$ cat src/rtl/seg_scan_ctrl_pkg.sv
// rtl/seg_scan_ctrl_pkg.sv - shared segment codes, reset level and digit helpers
// Holds the segment code defines, the reset-asserted level and the small
// helper functions used by seg_scan_ctrl and bin2bcd_seq. No ports.
`ifndef SEG_SCAN_CTRL_DEFINES
`define SEG_SCAN_CTRL_DEFINES
`define RstEnable 1'b1
`define SEG_0     8'hC0
`define SEG_1     8'hF9
`define SEG_2     8'hA4
`define SEG_3     8'hB0
`define SEG_4     8'h99
`define SEG_5     8'h92
`define SEG_6     8'h82
`define SEG_7     8'hF8
`define SEG_8     8'h80
`define SEG_9     8'h90
`define SEG_A     8'h88
`define SEG_B     8'h83
`define SEG_C     8'hC6
`define SEG_D     8'hA1
`define SEG_E     8'h86
`define SEG_F     8'h8E
`define SEG_BLANK 8'hFF
`define SEG_DASH  8'hBF
`endif

package seg_scan_ctrl_pkg;

  localparam logic       RST_ENABLE = `RstEnable;
  localparam logic [7:0] SEG_OFF    = `SEG_BLANK;
  localparam logic [6:0] GLYPH_BLANK = 7'(`SEG_BLANK);
  localparam logic [6:0] GLYPH_DASH  = 7'(`SEG_DASH);

  // Active-low a..g pattern for one hex nibble; dp is handled by the caller.
  function automatic logic [6:0] seg_glyph(input logic [3:0] nib);
    logic [6:0] g;
    case (nib)
      4'h0: g = 7'(`SEG_0);
      4'h1: g = 7'(`SEG_1);
      4'h2: g = 7'(`SEG_2);
      4'h3: g = 7'(`SEG_3);
      4'h4: g = 7'(`SEG_4);
      4'h5: g = 7'(`SEG_5);
      4'h6: g = 7'(`SEG_6);
      4'h7: g = 7'(`SEG_7);
      4'h8: g = 7'(`SEG_8);
      4'h9: g = 7'(`SEG_9);
      4'hA: g = 7'(`SEG_A);
      4'hB: g = 7'(`SEG_B);
      4'hC: g = 7'(`SEG_C);
      4'hD: g = 7'(`SEG_D);
      4'hE: g = 7'(`SEG_E);
      default: g = 7'(`SEG_F);
    endcase
    return g;
  endfunction

  // Double-dabble correction applied to each BCD digit before a shift.
  function automatic logic [3:0] bcd_adjust(input logic [3:0] d);
    return (d >= 4'd5) ? d + 4'd3 : d;
  endfunction

endpackage

$ cat src/rtl/seg_scan_ctrl_bin2bcd_seq.sv
// rtl/seg_scan_ctrl_bin2bcd_seq.sv - iterative shift-add-3 binary to BCD converter
// Ports: clk, resetn (sync, active-high), start, bin_in[DATA_W],
//        busy, done (last busy cycle), bcd[4*DIGITS] (result, valid with done),
//        ovf (value needs more than DIGITS digits, valid with done).
module bin2bcd_seq
  import seg_scan_ctrl_pkg::*;
#(
  parameter int DATA_W = 20,
  parameter int DIGITS = 6
) (
  input  logic                  clk,
  input  logic                  resetn,
  input  logic                  start,
  input  logic [DATA_W-1:0]     bin_in,
  output logic                  busy,
  output logic                  done,
  output logic [4*DIGITS-1:0]   bcd,
  output logic                  ovf
);

  localparam int CW = (DATA_W < 2) ? 1 : $clog2(DATA_W);

  logic [DATA_W-1:0]   shreg;
  logic [4*DIGITS-1:0] bcd_q;
  logic [4*DIGITS-1:0] adj;
  logic                ovf_q;
  logic [CW-1:0]       cnt;

  // bcd/ovf are the post-step values, so the caller can commit them on the
  // same edge that ends the conversion.
  always_comb begin
    adj = '0;
    for (int i = 0; i < DIGITS; i++) begin
      adj[4*i +: 4] = bcd_adjust(bcd_q[4*i +: 4]);
    end
    bcd  = {adj[4*DIGITS-2:0], shreg[DATA_W-1]};
    // A one leaving the top digit means the value no longer fits; sticky.
    ovf  = ovf_q | adj[4*DIGITS-1];
    done = busy && (cnt == CW'(DATA_W-1));
  end

  always_ff @(posedge clk) begin
    if (resetn == RST_ENABLE) begin
      busy  <= 1'b0;
      shreg <= '0;
      bcd_q <= '0;
      ovf_q <= 1'b0;
      cnt   <= '0;
    end else if (busy) begin
      shreg <= shreg << 1;
      bcd_q <= bcd;
      ovf_q <= ovf;
      cnt   <= cnt + CW'(1);
      if (done) begin
        busy <= 1'b0;
      end
    end else if (start) begin
      shreg <= bin_in;
      bcd_q <= '0;
      ovf_q <= 1'b0;
      cnt   <= '0;
      busy  <= 1'b1;
    end
  end

endmodule

$ cat src/rtl/seg_scan_ctrl.sv
// rtl/seg_scan_ctrl.sv - multiplexed 7-segment display scan controller
// Ports: clk, resetn (sync, active-high), data_in/data_vld/hex_mode/dp_mask/
//        blank_lz (load), busy, overflow, seg_sel (active-low one-hot),
//        seg_control ({dp,g..a}, active-low).
module seg_scan_ctrl
  import seg_scan_ctrl_pkg::*;
#(
  parameter int DIGITS   = 6,
  parameter int DATA_W   = 20,
  parameter int SCAN_DIV = 50000
) (
  input  logic              clk,
  input  logic              resetn,
  input  logic [DATA_W-1:0] data_in,
  input  logic              data_vld,
  input  logic              hex_mode,
  input  logic [DIGITS-1:0] dp_mask,
  input  logic              blank_lz,
  output logic              busy,
  output logic              overflow,
  output logic [DIGITS-1:0] seg_sel,
  output logic [7:0]        seg_control
);

  localparam int DIVW = $clog2(SCAN_DIV);
  localparam int IW   = (DIGITS < 2) ? 1 : $clog2(DIGITS);
  localparam int NW   = 4 * DIGITS;
  localparam int EW   = (DATA_W > NW) ? DATA_W : NW;

  logic              load;
  logic              conv_start;
  logic              conv_done;
  logic              conv_ovf;
  logic [NW-1:0]     conv_bcd;

  logic [NW-1:0]     disp_q;
  logic [DIGITS-1:0] dp_q;
  logic [DIGITS-1:0] dp_pend;
  logic              blank_q;
  logic              blank_pend;

  logic [EW-1:0]     data_ext;
  logic              hex_ovf;

  logic [DIVW-1:0]   div_q;
  logic [IW-1:0]     idx_q;
  logic              tick;

  logic [DIGITS-1:0] nz_at_or_above;
  logic              any_nz;
  logic [3:0]        cur_nib;
  logic              cur_dp;
  logic              cur_nz;
  logic [6:0]        cur_glyph;
  logic [7:0]        cur_code;
  logic [DIGITS-1:0] sel_next;

  assign load       = data_vld & ~busy;
  assign conv_start = load & ~hex_mode;

  bin2bcd_seq #(
    .DATA_W (DATA_W),
    .DIGITS (DIGITS)
  ) u_conv (
    .clk    (clk),
    .resetn (resetn),
    .start  (conv_start),
    .bin_in (data_in),
    .busy   (busy),
    .done   (conv_done),
    .bcd    (conv_bcd),
    .ovf    (conv_ovf)
  );

  // Zero-extend so the nibble slice and the out-of-range test work for any
  // DATA_W / DIGITS combination.
  assign data_ext = EW'(data_in);
  assign hex_ovf  = |(data_ext >> NW);

  // Decimal loads park dp/blank settings until the result commits so the
  // display never mixes old digits with new decoration.
  always_ff @(posedge clk) begin
    if (resetn == RST_ENABLE) begin
      disp_q     <= '0;
      overflow   <= 1'b0;
      dp_q       <= '0;
      blank_q    <= 1'b0;
      dp_pend    <= '0;
      blank_pend <= 1'b0;
    end else if (conv_done) begin
      disp_q   <= conv_bcd;
      overflow <= conv_ovf;
      dp_q     <= dp_pend;
      blank_q  <= blank_pend;
    end else if (load) begin
      if (hex_mode) begin
        disp_q   <= data_ext[NW-1:0];
        overflow <= hex_ovf;
        dp_q     <= dp_mask;
        blank_q  <= blank_lz;
      end else begin
        dp_pend    <= dp_mask;
        blank_pend <= blank_lz;
      end
    end
  end

  assign tick = (div_q == DIVW'(SCAN_DIV - 1));

  always_comb begin
    nz_at_or_above = '0;
    any_nz         = 1'b0;
    for (int i = DIGITS - 1; i >= 0; i--) begin
      any_nz            = any_nz | (|disp_q[4*i +: 4]);
      nz_at_or_above[i] = any_nz;
    end

    cur_nib = 4'h0;
    cur_dp  = 1'b0;
    cur_nz  = 1'b0;
    for (int i = 0; i < DIGITS; i++) begin
      if (idx_q == IW'(i)) begin
        cur_nib = disp_q[4*i +: 4];
        cur_dp  = dp_q[i];
        cur_nz  = nz_at_or_above[i];
      end
    end

    if (overflow) begin
      cur_glyph = GLYPH_DASH;
    end else if (blank_q && (idx_q != '0) && !cur_nz) begin
      cur_glyph = GLYPH_BLANK;
    end else begin
      cur_glyph = seg_glyph(cur_nib);
    end

    cur_code = {~cur_dp, cur_glyph};
    sel_next = ~(DIGITS'(1) << idx_q);
  end

  always_ff @(posedge clk) begin
    if (resetn == RST_ENABLE) begin
      div_q       <= '0;
      idx_q       <= '0;
      seg_sel     <= '1;
      seg_control <= SEG_OFF;
    end else begin
      div_q <= tick ? '0 : div_q + DIVW'(1);
      if (tick) begin
        seg_sel     <= sel_next;
        seg_control <= cur_code;
        idx_q       <= (idx_q == IW'(DIGITS - 1)) ? '0 : idx_q + IW'(1);
      end
    end
  end

endmodule

$ cat config.mk
export PLATFORM = sky130hd
export DESIGN_NAME = seg_scan_ctrl
export DESIGN_NICKNAME = d
export VERILOG_FILES = /design/src/rtl/seg_scan_ctrl_pkg.sv /design/src/rtl/seg_scan_ctrl_bin2bcd_seq.sv /design/src/rtl/seg_scan_ctrl.sv
export SDC_FILE = /design/constraint.sdc
export NUM_CORES = 1
export LEC_CHECK = 0
export BUFFER_PORTS_ARGS = -buffer_cell sky130_fd_sc_hd__buf_2
export CORE_UTILIZATION = 54
export CTS_CLUSTER_SIZE = 10
export DETAILED_ROUTE_END_ITERATION = 6
export PLACE_DENSITY = 0.73
export SYNTH_ARGS = -nofsm -noshare
export SYNTH_HDL_FRONTEND = slang
export SYNTH_SLANG_ARGS = --single-unit
$ cat constraint.sdc
create_clock -name clk -period 3.28 [get_ports clk]
set_input_delay 0.984 -clock clk [delete_from_list [all_inputs] [get_ports clk]]
set_output_delay 0.984 -clock clk [all_outputs]
set_load 0.05 [all_outputs]
==> impl_metrics.csv, run 1 <==
group,metric,value,unit
outcome,status,"finished, final reports clean",
cts,cts_setup_buffers,0,
run,cap_violations,0,
floorplan,io_pins,47,
yosys,synth_edf_count,0,
yosys,synth_cells,759,
global_route,grt_pass1_vias,4957,
setup_path,crit_required,3.58,ns
yosys,syn_area_per_cell,8.02,sq um
cts,htree_levels,4,
cts,cts-buffers-inserted,17,
layout,final_cells,936,
cts,tritoncts,"yes",
floorplan,die_w,108,um
setup_path,critical_path_class,"flip-flop to flip-flop",
sta,post-route-period-util,86.5,%
setup_path,worst_setup_path_end_kind,"flip-flop",
min_path,min_from,"div_q[0]$_SDFF_PP0_",
cts,hold_buffers,0,
cts,clk_latency,0.42,ns
setup_path,r2r-start,"idx_q[2]$_SDFFE_PP0P_",
cts,cts-root-buf,"clkbuf_16",
cts,clock-sinks,123,
yosys,yosysSeqAreaShare,40.4,%
layout,antenna_cells,0,
cts,clk_path_buf_depth,2,
place,dpl.hpwl,9770,um
floorplan,initial_utilization,55.7,%
setup_path,ff2ff_setup_slack,0.44,ns
setup_path,r2r_cells,11,
global_route,grt_antenna_before_repair,0,
setup_path,cp.arrival,3.14,ns
routing,drtIter0Drc,428,
min_path,min_path_type,"flip-flop to flip-flop",
routing,drc,0,
yosys,synth_fp_nets,811,
routing,drtPass1Iterations,4,
routing,drt_wl_total,14300,um
yosys,ys_async_sr_fraction,0,%
sta,finalHoldViolCount,0,
place,gp_congestion,0.947,
yosys,synth_most_common_cell,"dfxtp_1",
cts,cts.clk_slew.worst_paths,0.05,ns
floorplan,die_y,108,um
sta,max_freq,352,MHz
yosys,synth-seq-cells,123,
power_and_ir_drop,ir_drop,0.000415,V
yosys,synth.area.top_cells,"dfxtp_1 (40%), nand2_1 (7.3%), nor2_1 (6.4%)",
place,io_buffers,46,
routing,avgRoutedWirePerCell,15.3,um
sta,slew_headroom,27.4,%
power_and_ir_drop,p_leak,0.00270,uW
routing,ant_nets,0,
floorplan,core_area,10900,sq um
yosys,yosysWarnings,0,
setup_path,cp-start-kind,"flip-flop",
routing,num_vias,5456,
routing,via_per_inst,5.83,
sta,finalCriticalPeriod,2.84,ns
setup_path,reg2reg_to,"seg_control[3]$_SDFFE_PP1P_",
min_path,min_path_cells,1,
global_route,grt_pass1_wl,23200,um
sta,rsz0062_at_grt,"false",
global_route,grt_usage,25.4,%
floorplan,fp.dieArea,11700,sq um
global_route,grt-ovfl-total,0,
yosys,synth_common_cells,"dfxtp_1 (123), nand2_1 (118), nor2_1 (104)",
sta,drv_slew,0,
layout,final_nets,837,
layout,drive_gt1_share,13.6,%
place,dp.cells,906,
setup_path,cp_max_fo,17,
min_path,min_to,"div_q[0]$_SDFF_PP0_",
yosys,yosysTopAreaCell,"dfxtp_1",
cts,cts_resized,0,
power_and_ir_drop,power_density,522,nW/um^2
yosys,yosysTopAreaCellShare,40.4,%
yosys,synth_cell_types,61,
sta,fin_worst_skew,0.00483,ns
layout,syn_to_final_growth,14.6,%
sta,finalSetupViolations,0,
yosys,mappedNetlistArea,6090,sq um
global_route,grt_max_degree,104,
yosys,synth_top_flop_cell,"dfxtp_1",
floorplan,std_cell_rows,38,
sta,tns,0,ns
sta,worstMarginPinSlew,1.09,ns
-- power breakdown --
part / leakage, uW / internal [uW] / switching (uW)
combinational: 0.00142 / 92.8 / 151
sequential: 0.000998 / 1540 / 37.4
clock: 0.000281 / 1180 / 637
total: 0.00270 / 2810 / 826
-- final cells by class --
cell class | count | area [sq um]
Inverter | 20 | 75.1
Clock inverter | 7 | 90.1
Multi-Input combinational cell | 561 | 3330
Clock buffer | 23 | 488
Tap cell | 140 | 175
Timing Repair Buffer | 62 | 353
Sequential cell | 123 | 2460
Fill cell | 942 | 3960
-- per-stage QoR --
| step | utilization, % | area, sq um | total power (uW) | setup WS, ns | hold WS [ns] |
|---|---|---|---|---|---|
| after floorplan | - | 6090 | 1760 | 0.435 | 0.413 |
| after detailed placement | 58.5 | 6400 | 1850 | 0.484 | 0.444 |
| after CTS | 63.8 | 6980 | 3660 | 0.452 | 0.451 |
| after global routing | 63.8 | 6980 | 3760 | 0.168 | 0.472 |
| final | 63.8 | 6980 | 3640 | 0.442 | 0.443 |
| after global placement | 58.5 | 6400 | 1840 | 0.652 | 0.424 |
-- how the worst max path moves through the flow --
stage,endpoint,startpoint,cells after the start,slack [ns]
global route,seg_control[3]$_SDFFE_PP1P_,idx_q[2]$_SDFFE_PP0P_,11,0.17
global placement,seg_control[3]$_SDFFE_PP1P_,idx_q[2]$_SDFFE_PP0P_,11,0.65
detailed placement,seg_control[3]$_SDFFE_PP1P_,idx_q[2]$_SDFFE_PP0P_,11,0.48
CTS,seg_control[3]$_SDFFE_PP1P_,idx_q[2]$_SDFFE_PP0P_,11,0.45
floorplan,seg_control[3]$_SDFFE_PP1P_,idx_q[0]$_SDFFE_PP0P_,11,0.43
finish,seg_control[3]$_SDFFE_PP1P_,idx_q[2]$_SDFFE_PP0P_,11,0.44
-- sequential cells by signal (all words and copies together) (netlist names) --
signal,count
disp_q,24
u_conv.bcd_q,24
u_conv.shreg,20
div_q,16
seg_control,8
dp_pend,6
dp_q,6
seg_sel,6
u_conv.cnt,5
idx_q,3
blank_pend,1
blank_q,1
overflow,1
u_conv.busy,1
u_conv.ovf_q,1
-- cells in the final DEF (no fill, tap or decap), drive strengths merged, types with 12 or more instances in the layout --
cell type / synthesis / routed
a21oi: 71 / 71
a22oi: 22 / 22
a311oi: 15 / 15
and3: 16 / 16
buf: 11 / 62
clkbuf: 44 / 23
dfxtp: 123 / 123
ha: 21 / 21
inv: 20 / 20
mux2i: 21 / 21
nand2: 118 / 118
nand3: 14 / 14
nor2: 104 / 104
nor3: 12 / 12
nor3b: 13 / 13
o21ai: 12 / 12
xnor2: 14 / 14
-- cell families after synthesis --
| logic type | after synthesis | synth area share [%] |
|---|---|---|
| mux | 31 | 5.36 |
| compound gates | 164 | 17.7 |
| buf+inv | 75 | 4.93 |
| simple gates | 323 | 24.1 |
| xor+xnor | 22 | 3.16 |
| flops | 123 | 40.4 |
| fa+ha+maj | 21 | 4.31 |
-- worst max-delay path: stages, from the launching register on --
cell and delay (ns):
dfxtp_1 0.64, inv_1 0.18, ha_1 0.40, nand2_1 0.13, mux2i_1 0.07, a221oi_1 0.24
buf_4 0.21, inv_1 0.07, ha_1 0.22, mux2i_1 0.17, nor2b_1 0.07, o32a_1 0.32
-- layer usage --
metal | vias to the layer above | wire length, um | part of all wire (%) | global-route usage, %
met3 | 17 | 679 | 4.8 | 6.63
li1 | 2704 | - | - | -
met4 | 0 | 169 | 1.2 | 8.22
met1 | 2610 | 6530 | 46 | 31.6
met5 | - | 0 | 0 | 0
met2 | 125 | 6910 | 48 | 42.7
No activity file was read; power rests on OpenSTA's default activity.
==> run 2: changes to the inputs <==
--- a/config.mk
+++ b/config.mk
@@ -5,7 +5,9 @@
 export SDC_FILE = /design/constraint.sdc
 export NUM_CORES = 1
 export LEC_CHECK = 0
+export ABC_AREA = 1
 export BUFFER_PORTS_ARGS = -buffer_cell sky130_fd_sc_hd__buf_2
+export CORE_MARGIN = 1.5
 export CORE_UTILIZATION = 54
 export CTS_CLUSTER_SIZE = 10
 export DETAILED_ROUTE_END_ITERATION = 6
==> impl_metrics.csv, run 2 <==
group,metric,value,unit
power_and_ir_drop,switchingPower,883,uW
power_and_ir_drop,seqPwrFrac,42.1,%
routing,wl_met1,6850,um
setup_path,critical_path_class,"flip-flop to flip-flop",
global_route,grt_pass1_vias,5356,
yosys,synth_fp_nets,903,
routing,drtIter0Drc,437,
yosys,yosysWarnings,0,
cts,cts_resized,0,
global_route,grt-ovfl-total,0,
layout,antenna_cells,0,
min_path,min_from,"div_q[0]$_SDFF_PP0_",
routing,drt_wl_total,15100,um
sta,max_freq,391,MHz
yosys,synth-seq-cells,123,
power_and_ir_drop,power_density,537,nW/um^2
sta,finalCriticalPeriod,2.55,ns
sta,drv_slew,0,
routing,via_per_inst,5.52,
floorplan,fp.dieArea,11700,sq um
setup_path,ff2ff_setup_slack,0.73,ns
routing,drtPass1Iterations,4,
routing,met2_length,6990,um
cts,cts.clk_slew.worst_paths,0.06,ns
layout,final_common_cell,"nand2_1",
yosys,synth_common_cells,"nand2_1 (232), dfxtp_1 (123), nor2_1 (105)",
yosys,mappedNetlistArea,5990,sq um
routing,avgRoutedWirePerCell,14.5,um
floorplan,die_w,108,um
layout,drive_gt1_share,11.5,%
global_route,grt_max_degree,56,
setup_path,cp_max_fo,11,
cts,clock-sinks,123,
power_and_ir_drop,sw_frac_of_total,23.7,%
yosys,synth_most_common_cell,"nand2_1",
routing,highest_layer,"met4",
setup_path,worst_setup_path_end_kind,"flip-flop",
cts,clk_path_buf_depth,2,
sta,fin_worst_skew,0.00723,ns
sta,worstMarginPinSlew,0.710,ns
sta,finalSetupViolations,0,
min_path,min_path_cells,1,
setup_path,cp.arrival,2.99,ns
place,io_buffers,46,
yosys,synth_top_flop_cell,"dfxtp_1",
sta,tns,0,ns
yosys,synth_cells,851,
setup_path,r2r-start,"idx_q[2]$_SDFFE_PP0P_",
yosys,yosysSeqAreaShare,41.1,%
setup_path,r2r_cells,14,
yosys,syn_area_per_cell,7.04,sq um
floorplan,initial_utilization,55.3,%
cts,htree_levels,4,
run,cap_violations,0,
global_route,grt_usage,27.1,%
layout,multiInputGateArea,3110,sq um
setup_path,cp-start-kind,"flip-flop",
sta,slew_headroom,52.5,%
yosys,yosysTopAreaCell,"dfxtp_1",
floorplan,die_y,108,um
sta,post-route-period-util,77.9,%
cts,clk_latency,0.55,ns
routing,drc,0,
cts,hold_buffers,0,
power_and_ir_drop,p_leak,0.00271,uW
layout,top_regs,"disp_q: 24 flops, u_conv.bcd_q: 24 flops, u_conv.shreg: 20 flops",
cts,tritoncts,"yes",
cts,cts-root-buf,"clkbuf_8",
place,dp.cells,1012,
power_and_ir_drop,clkPwrFrac,51.2,%
yosys,yosysTopAreaCellShare,41.1,%
outcome,status,"finished, final reports clean",
global_route,grt_pass1_wl,24600,um
yosys,synth.area.top_cells,"dfxtp_1 (41%), nand2_1 (15%), a21oi_1 (7.1%)",
min_path,min_path_type,"flip-flop to flip-flop",
sta,finalHoldViolCount,0,
place,gp_congestion,0.897,
setup_path,crit_required,3.71,ns
sta,rsz0062_at_grt,"false",
place,dpl.hpwl,10300,um
yosys,synth_cell_types,36,
power_and_ir_drop,power.share.combinational,6.7,%
floorplan,io_pins,47,
floorplan,std_cell_rows,38,
power_and_ir_drop,p_int,2840,uW
layout,syn_to_final_growth,15.5,%
cts,cts-buffers-inserted,17,
cts,cts_setup_buffers,0,
setup_path,reg2reg_to,"seg_control[2]$_SDFFE_PP1P_",
min_path,min_to,"div_q[0]$_SDFF_PP0_",
global_route,grt_antenna_before_repair,0,
layout,final_cells,1044,
routing,ant_nets,0,
layout,mostFrequentLayoutCells,"nand2_1 (232), dfxtp_1 (123), nor2_1 (104), a21oi_1 (85), inv_1 (70)",
layout,seq_area,2460,sq um
layout,fill_cells,985,
yosys,synth_edf_count,0,
yosys,ys_async_sr_fraction,0,%
floorplan,core_area,10800,sq um
power_and_ir_drop,ir_drop,0.000389,V
routing,num_vias,5766,
routing,met3_length,887,um
layout,final_nets,943,
## run 2: cells by family (layout without fill, tap and decap cells)
| family | Yosys count | count (layout) | synth area share, % |
|---|---|---|---|
| compound gates | 185 | 185 | 18.2 |
| simple gates | 398 | 398 | 27.2 |
| flops | 123 | 123 | 41.1 |
| buf+inv | 110 | 163 | 7.14 |
| xor+xnor | 14 | 14 | 2.05 |
| fa+ha+maj | 21 | 21 | 4.38 |
## run 2: cell type report
cell class,instances,area share [%]
Timing Repair Buffer,54,4.19
Sequential cell,123,35.6
Clock buffer,22,6.68
Multi-Input combinational cell,618,44.9
Inverter,77,4.17
Tap cell,140,2.53
Clock inverter,10,2.01
## run 2: worst max-delay path, stage by stage (launching register included)
cell and delay, ns:
dfxtp_1 0.45, inv_2 0.13, nor2_1 0.58, a21oi_1 0.08
nand2_1 0.16, nand2_1 0.06, o21ai_0 0.17, ha_1 0.31
inv_1 0.07, nand2_1 0.06, nand2_1 0.05, nand2_1 0.06
nand3_1 0.07, o21ai_1 0.11, inv_1 0.07
## run 2: worst max-delay path by stage
| stage | startpoint | to | slack, ns | cells after the start |
|---|---|---|---|---|
| finish | idx_q[2]$_SDFFE_PP0P_ | seg_control[2]$_SDFFE_PP1P_ | 0.73 | 14 |
| detailed placement | idx_q[2]$_SDFFE_PP0P_ | seg_control[3]$_SDFFE_PP1P_ | 0.82 | 12 |
| global placement | idx_q[2]$_SDFFE_PP0P_ | seg_control[5]$_SDFFE_PP1P_ | 0.86 | 12 |
| global route | idx_q[2]$_SDFFE_PP0P_ | seg_control[2]$_SDFFE_PP1P_ | 0.46 | 14 |
| floorplan | data_vld | overflow$_SDFFE_PP0P_ | 1.21 | 8 |
| CTS | idx_q[2]$_SDFFE_PP0P_ | seg_control[2]$_SDFFE_PP1P_ | 0.77 | 12 |
## run 2: routing by layer
metal  GRT usage, %  vias to the layer above
li1               -                     2890
met1           34.0                     2659
met2           44.0                      180
met3           5.97                       37
met4           13.3                        0
met5              0                        -
## run 2: power groups by stage
stage,clock (uW),combinational [uW],sequential [uW]
floorplan,0,168,1590
global placement,0,239,1600
detailed placement,0,245,1600
CTS,1910,248,1570
global route,1980,278,1570
finish,1900,248,1570
## run 2: per-stage QoR
stage          util, %  setup slack [ns]  cell area, sq um  total power [uW]  hold slack (ns)
2_1_floorplan        -              1.21              5990              1760            0.418
3_3_place_gp      58.3             0.865              6320              1840            0.431
3_5_place_dp      58.3             0.820              6320              1840            0.447
4_1_cts           63.9             0.767              6930              3730            0.468
5_1_grt           63.9             0.459              6930              3830            0.481
6_report          63.9             0.725              6930              3720            0.459
==> run 3: changes to the inputs <==
==> constraint.sdc (replaced) <==
create_clock -name clk -period 2.61 [get_ports clk]
set_input_delay 0.783 -clock clk [delete_from_list [all_inputs] [get_ports clk]]
set_output_delay 0.783 -clock clk [all_outputs]
set_load 0.05 [all_outputs]
==> impl_metrics.csv, run 3 (synthesis results as in run 2) <==
group,metric,value,unit
outcome,status,"finished, final reports clean",
setup_path,startpoint,"idx_q[1]$_SDFFE_PP0P_",
sta,fin_worst_skew,0.00819,ns
floorplan,fp.dieArea,11700,sq um
cts,clock-sinks,123,
layout,drive_gt1_share,12.1,%
setup_path,cp-start-kind,"flip-flop",
floorplan,initial_utilization,55.3,%
cts,tritoncts,"yes",
setup_path,critical_path_class,"flip-flop to flip-flop",
routing,via_per_inst,5.53,
sta,drv_slew,0,
power_and_ir_drop,ir_drop,0.000602,V
sta,slew_headroom,59.1,%
layout,syn_to_final_growth,15.9,%
layout,antenna_cells,0,
floorplan,die_y,108,um
place,pre_cts_slack,0.167,ns
layout,fin_area,6950,sq um
layout,fin_util,64.1,%
layout,top_regs,"disp_q: 24 flops, u_conv.bcd_q: 24 flops, u_conv.shreg: 20 flops",
sta,finalHoldViolCount,0,
place,io_buffers,46,
cts,cts_setup_buffers,0,
routing,drtIter0Drc,431,
cts,clk_path_buf_depth,2,
global_route,grt_pass1_wl,24700,um
routing,drtPass1Iterations,5,
global_route,grt_antenna_before_repair,0,
sta,finalCriticalPeriod,2.37,ns
setup_path,crit_required,3.03,ns
place,place_area,6380,sq um
setup_path,r2r-start,"idx_q[1]$_SDFFE_PP0P_",
min_path,min_path_type,"flip-flop to flip-flop",
floorplan,io_pins,47,
layout,final_nets,950,
cts,clk_latency,0.53,ns
place,dpl.hpwl,10500,um
global_route,grt_usage,26.9,%
setup_path,cp_max_fo,7,
sta,worstMarginPinSlew,0.613,ns
floorplan,core_area,10800,sq um
global_route,grt_max_degree,56,
setup_path,worst_setup_path_end_kind,"flip-flop",
layout,final_common_cell,"nand2_1",
place,gp_congestion,0.988,
sta,finalSetupViolations,0,
routing,drc,0,
power_and_ir_drop,power_density,655,nW/um^2
cts,htree_levels,4,
routing,num_vias,5806,
routing,drt_wl_total,14900,um
min_path,min_from,"u_conv.shreg[10]$_SDFFE_PP0P_",
setup_path,cp.arrival,2.79,ns
sta,post-route-period-util,90.8,%
sta,rsz0062_at_grt,"false",
global_route,grt_pass1_vias,5404,
sta,tns,0,ns
run,cap_violations,0,
sta,fin_ws,0.241,ns
layout,mostFrequentLayoutCells,"nand2_1 (232), dfxtp_1 (122), nor2_1 (103), a21oi_1 (85), inv_1 (70)",
power_and_ir_drop,p_leak,0.00272,uW
routing,avgRoutedWirePerCell,14.2,um
floorplan,die_w,108,um
sta,max_freq,422,MHz
routing,ant_nets,0,
cts,cts-root-buf,"clkbuf_8",
cts,cts-buffers-inserted,17,
cts,cts.clk_slew.worst_paths,0.06,ns
global_route,grt-ovfl-total,0,
floorplan,std_cell_rows,38,
-- run 3: cell types whose count changed in the layout (fill, tap and decap cells not counted), sizes merged --
cell | before | now
clkinv | 5 | 3
bufinv | 3 | 2
buf | 54 | 61
inv | 78 | 77
clkbuf | 22 | 25
-- run 3: final timing paths --
path / endpoint / slack [ns] / depth (start not counted)
setup / recovery: seg_control[5]$_SDFFE_PP1P_ / 0.24 / 15
hold / removal: u_conv.shreg[10]$_SDFFE_PP0P_ / 0.47 / 2
setup reg to reg: seg_control[5]$_SDFFE_PP1P_ / 0.24 / 15
hold reg to reg: u_conv.shreg[10]$_SDFFE_PP0P_ / 0.47 / 2
-- run 3: repair_timing --
| action | in CTS | in global routing |
|---|---|---|
| hold buffers | 0 | 0 |
| setup endpoints to repair | 0 | 6 |
| resized for setup | 0 | 2 |
-- run 3: power by group --
group | switching, uW | leakage (uW) | internal (uW) | total, uW
logic | 211 | 0.00144 | 105 | 316
clock network | 813 | 0.000278 | 1450 | 2270
registers | 37.6 | 0.000999 | 1930 | 1970
total | 1060 | 0.00272 | 3490 | 4550
-- run 3: layer usage --
layer	wire length, um	GRT usage (%)
met1	6810	34.4
met3	942	7.78
met2	6970	44.0
met5	0	0
met4	214	8.18
-- run 3: layout make-up --
cell class                 instances  area [sq um]
clock buffer                      25           484
sequential                       123          2460
fill                             969          3890
clock inverter                     6          86.3
timing repair buffer              61           343
tap                              140           175
inverter                          77           289
multi-input combinational        618          3110
-- run 3: through the flow --
step                      instances  power [uW]  hold WS, ns
after global placement         1019        2310        0.430
final                          1050        4550        0.465
after detailed placement       1019        2320        0.460
after CTS                      1050        4580        0.468
after floorplan                 851        2210        0.418
after global routing           1050        4720        0.482
-- run 3: critical path, stage by stage (launching register included) --
cell and delay, ns:
dfxtp_2 0.41, nand2_1 0.07, inv_1 0.07, ha_1 0.27
inv_1 0.16, nand2_1 0.10, nand2_1 0.06, a21oi_2 0.29
inv_1 0.13, ha_1 0.23, nand2_1 0.11, nand2_1 0.06
nand2_1 0.05, nand4_1 0.10, nand2_1 0.09, inv_1 0.04
